`src/rtl/vga_driver.sv`:
```
// VGA timing generator and pixel sink: free-running h/v counters, sync decode,
// one-clock-early pixel request and blanking-gated RGB565 output.
module vga_driver #(
  parameter logic [10:0] H_SYNC   = 11'd120,
  parameter logic [10:0] H_BACK   = 11'd64,
  parameter logic [10:0] H_DISP   = 11'd800,
  parameter logic [10:0] H_FRONT  = 11'd56,
  parameter logic [10:0] H_TOTAL  = 11'd1040,
  parameter logic [10:0] V_SYNC   = 11'd6,
  parameter logic [10:0] V_BACK   = 11'd23,
  parameter logic [10:0] V_DISP   = 11'd600,
  parameter logic [10:0] V_FRONT  = 11'd37,
  parameter logic [10:0] V_TOTAL  = 11'd666,
  parameter logic        SYNC_POL = 1'b1
) (
  input  logic        vga_clk,
  input  logic        sys_rst_n,
  input  logic [15:0] pixel_data,
  output logic        data_req,
  output logic [10:0] pixel_xpos,
  output logic [10:0] pixel_ypos,
  output logic        vga_hs,
  output logic        vga_vs,
  output logic        vga_en,
  output logic [15:0] vga_rgb,
  output logic        frame_start
);

  localparam logic [10:0] HA     = H_SYNC + H_BACK;
  localparam logic [10:0] HA_END = HA + H_DISP;
  localparam logic [10:0] VA     = V_SYNC + V_BACK;
  localparam logic [10:0] VA_END = VA + V_DISP;

  if (H_TOTAL != H_SYNC + H_BACK + H_DISP + H_FRONT) begin : g_bad_h_total
    $error("vga_driver: H_TOTAL does not match its components");
  end
  if (V_TOTAL != V_SYNC + V_BACK + V_DISP + V_FRONT) begin : g_bad_v_total
    $error("vga_driver: V_TOTAL does not match its components");
  end

  logic [10:0] h_cnt_q, h_cnt_d;
  logic [10:0] v_cnt_q, v_cnt_d;
  logic        run_q;
  logic        h_act, h_req, v_act;

  // Counters hold at 0,0 for the first clock after reset so that the
  // frame_start pulse of the very first frame is a full clock wide.
  always_comb begin
    h_cnt_d = h_cnt_q;
    v_cnt_d = v_cnt_q;
    if (run_q) begin
      if (h_cnt_q == H_TOTAL - 11'd1) begin
        h_cnt_d = 11'd0;
        v_cnt_d = (v_cnt_q == V_TOTAL - 11'd1) ? 11'd0 : v_cnt_q + 11'd1;
      end else begin
        h_cnt_d = h_cnt_q + 11'd1;
      end
    end
  end

  always_ff @(posedge vga_clk or negedge sys_rst_n) begin
    if (!sys_rst_n) begin
      h_cnt_q <= 11'd0;
      v_cnt_q <= 11'd0;
      run_q   <= 1'b0;
    end else begin
      h_cnt_q <= h_cnt_d;
      v_cnt_q <= v_cnt_d;
      run_q   <= 1'b1;
    end
  end

  assign h_act = (h_cnt_q >= HA) && (h_cnt_q < HA_END);
  assign h_req = (h_cnt_q >= HA - 11'd1) && (h_cnt_q < HA_END - 11'd1);
  assign v_act = (v_cnt_q >= VA) && (v_cnt_q < VA_END);

  assign vga_hs      = (h_cnt_q < H_SYNC) ? SYNC_POL : ~SYNC_POL;
  assign vga_vs      = (v_cnt_q < V_SYNC) ? SYNC_POL : ~SYNC_POL;
  assign vga_en      = h_act && v_act;
  assign data_req    = h_req && v_act;
  assign pixel_xpos  = data_req ? h_cnt_q - (HA - 11'd1) : 11'd0;
  assign pixel_ypos  = data_req ? v_cnt_q - VA : 11'd0;
  assign vga_rgb     = vga_en ? pixel_data : 16'h0000;
  assign frame_start = run_q && (h_cnt_q == 11'd0) && (v_cnt_q == 11'd0);

endmodule
```
`config.mk`:
```
export PLATFORM = sky130hd
export DESIGN_NAME = vga_driver
export DESIGN_NICKNAME = d
export VERILOG_FILES = /design/src/rtl/vga_driver.sv
export SDC_FILE = /design/constraint.sdc
export NUM_CORES = 1
export LEC_CHECK = 0
export BUFFER_PORTS_ARGS = -buffer_cell sky130_fd_sc_hd__buf_2
export CORE_AREA = 2 2 65 67
export DETAILED_ROUTE_END_ITERATION = 6
export DIE_AREA = 0 0 67 69
export PLACE_DENSITY = 0.81
export REMOVE_ABC_BUFFERS = 1
export SKIP_LAST_GASP = 1
export SYNTH_ARGS = -nofsm -noshare
export SYNTH_HDL_FRONTEND = slang
export SYNTH_SLANG_ARGS = --single-unit
```
`constraint.sdc`:
```
create_clock -name vga_clk -period 2.6 [get_ports vga_clk]
set_input_delay 0.52 -clock vga_clk [delete_from_list [all_inputs] [get_ports vga_clk]]
set_output_delay 0.52 -clock vga_clk [all_outputs]
set_load 0.02 [all_outputs]
```
==> flow_summary.toml <==
[power]
ir_drop_mv = 0.400
powerDensity_nw_per_um2 = 396
total_power_mw = 1.13
total_leakage_power_nw = 1.37

[logic_synthesis]
synth_area_per_cell_um2 = 7.97
ys_ff_latch = 23
ys_types = 44
yosysWarnings = 0
syn-cell-area_um2 = 1940
synth_adder_area_share_pct = 3.86
synth_top_family_by_area = "simple AND/OR/NAND/NOR gates"
synth-simple-area-share_pct = 35.0
ys_async_sr_fraction_pct = 100
synth_xor_area_share_pct = 11.7
synthMuxAreaShare_pct = 1.61
synth-edff-count = 0
syn_inst = 244
ys_seq_area_share_pct = 29.6
synth-compound-area-share_pct = 11.6
ys.flop_type = "dfrtp_1"

[sta]
hold_slack_ns = 0.222
rsz0062_at_grt = "yes"
worst_pin_slew_ns = 0.560
final_hold_viol_count = 0
min_period_ns = 2.74
fin_skew_ns = 0.00877
finalSetupViolCount = 38
fin_crit_sh_pct = 105
fmax_mhz = 365
slew_headroom_pct = 62.3
maxSlewViolCount = 0
fin_ws_ns = -0.139

[setup_path]
slowest_stage = "dfrtp_1"
max_stage_delay_ns = 0.44
r2r_slack_ns = 0.50
ff2ff_path_depth = 7
crit_arrival_ns = 2.22
rr_endpoint = "v_cnt_q[10]"
worst-path-buf-inv = 2
critical_path.max_fanout = 17
cp-end-kind = "primary output"
path_delay_family = "compound AO/OA/AOI/OAI gates"
rr_startpoint = "h_cnt_q[1]"
worstSetupPathType = "reg2out"
required_ns = 2.08
path_cells = "o21a_1 > o211a_1 > nor4_2 > a21boi_4 > buf_12 > and2_2 > buf_4"
start_kind = "register"

[flow_run]
drv_cap = 0

[min_path]
min_path_type = "in2async"

[final_layout]
syn2layout_area_growth_pct = 47.0
fin_nets = 346
drive_gt1_share_pct = 47.7
n_antenna_cell = 0
final_util_pct = 73.0
final-instance-count-excl-fill = 371

[routing]
num_vias = 2126
drc_errors = 0
vias_per_cell = 5.73
drt-initial-drc-count = 117
dr.pass1.iters = 4
finalWirelength_um = 5740
wl_per_cell_um = 15.5
ant_nets = 0

[floorplan]
die_w_um = 67
die_y_um = 69
num_rows = 23
ioPinCount = 61
start_util_pct = 49.7
dieArea_um2 = 4620
core-area_um2 = 3910

[outcome]
failed_checks = "setup timing"
outcome = "finished with violations"

[clock_network]
cts.clk_slew.worst_paths_ns = 0.09
cts_sinks = 23
clk_latency_ns = 0.27
postCtsHoldBufs = 0
clockBufferDepth = 2
cts_tree = "built"
h-tree-depth = 1
clock-root-buffer = "clkbuf_8"
cts_buffers = 3

[global_routing]
grt_pass1_wl_um = 8760
track_usage_pct = 23.8
antenna_found_initial = 0
grt_pass1_vias = 1969
grt_max_degree = 24
gr-total-overflow = 0

[placement]
numPortBuffers = 60
hpwl_um = 3850
place.gp.congestion = 0.983
post-place-cells = 356
power breakdown:
| part | switching, mW | total (mW) | internal [mW] |
|---|---|---|---|
| combinational | 0.224 | 0.413 | 0.190 |
| clock | 0.129 | 0.239 | 0.110 |
| sequential | 0.0773 | 0.478 | 0.401 |
| total | 0.430 | 1.13 | 0.701 |
placed cells by master (no fill, tap or decap), drive strengths merged, types with 2 or more instances in the layout:
| master | count |
|---|---|
| o21ai | 14 |
| dfrtp | 23 |
| nor2b | 2 |
| nor3 | 6 |
| a21oi | 9 |
| a31o | 2 |
| and4 | 2 |
| or2 | 2 |
| nor2 | 36 |
| nand2 | 15 |
| xor2 | 6 |
| xnor2 | 20 |
| o31ai | 2 |
| buf | 93 |
| nand3b | 3 |
| and3 | 6 |
| o211a | 2 |
| inv | 9 |
| clkbuf | 4 |
| nor4bb | 2 |
| mux2i | 2 |
| ha | 6 |
| nand4 | 9 |
| nand3 | 12 |
| a21o | 2 |
| nor4 | 5 |
| and2 | 16 |
Yosys cell counts (all sizes together), types with 3 or more instances:
master	count	share of area [%]
a21oi	9	2.3
and2	16	6.2
and3	6	2.0
buf	9	2.6
clkbuf	11	2.1
dfrtp	23	30
ha	6	3.9
inv	9	1.7
nand2	15	2.9
nand3	12	3.1
nand3b	3	1.2
nand4	9	2.9
nor2	36	6.9
nor3	6	1.5
nor4	5	2.7
o21ai	14	3.6
xnor2	20	9.0
xor2	6	2.7
sequential cells by signal (all words and copies together), names as in the netlist:
signal and count:
h_cnt_q 11, run_q 1, v_cnt_q 11
per-stage QoR:
| step | TNS, ns | area (µm²) | setup WS [ns] |
|---|---|---|---|
| CTS | -1.14 | 2760 | -0.0577 |
| floorplan | -0.404 | 1850 | -0.347 |
| detailed placement | 0 | 2380 | 0.0740 |
| global placement | 0 | 2380 | 0.138 |
| global route | -6.95 | 2860 | -0.225 |
| finish | -3.65 | 2860 | -0.139 |
repair_timing:
action | in CTS | in global routing
endpoints found under the setup margin | 38 | 38
gates resized for setup | 76 | 27
pin swaps | 13 | 11
setup buffers | 10 | 1
worst reg2reg max path, stage by stage, from the launching register on:
cell and delay [ns]:
dfrtp_1 0.43, ha_1 0.20, buf_4 0.16, and4_1 0.24, nand4_1 0.14, or4_1 0.58
nor3_1 0.19, a21o_1 0.11
layer usage:
layer | track usage, % | vias to the layer above | wire length [µm]
met2 | 38.9 | 123 | 2800
met1 | 31.6 | 1003 | 2300
met5 | 0 | - | 0
li1 | - | 986 | -
met4 | 8.84 | 0 | 107
met3 | 2.77 | 14 | 541
worst max-delay path by stage:
stage / start / end / slack (ns) / cells past startpoint
2_1_floorplan: v_cnt_q[7] / pixel_ypos[10] / -0.35 / 5
3_3_place_gp: v_cnt_q[7] / pixel_xpos[3] / 0.14 / 7
3_5_place_dp: v_cnt_q[7] / vga_rgb[2] / 0.07 / 6
4_1_cts: v_cnt_q[0] / vga_rgb[13] / -0.06 / 7
5_1_grt: v_cnt_q[1] / vga_rgb[1] / -0.23 / 7
6_report: v_cnt_q[1] / vga_rgb[13] / -0.14 / 7
cell families (layout without fill, tap and decap cells):
group,Yosys count,count (layout)
AOI/OAI and AO/OA,35,35
adders and majority gates,6,6
buffers and inverters,29,106
DFF,23,23
and+or+nand+nor,121,121
xor gates and xnor gates,26,26
muxes,3,3
other,1,1
cell type report:
class,count,area (µm²)
fillers,293,1060
repair buffers,93,719
inverters,9,33.8
well taps,50,62.6
clock buffers,4,45.0
flip-flops and latches,23,582
multi-input cells,192,1420
Note: power is estimated with default switching activity, not from simulation.
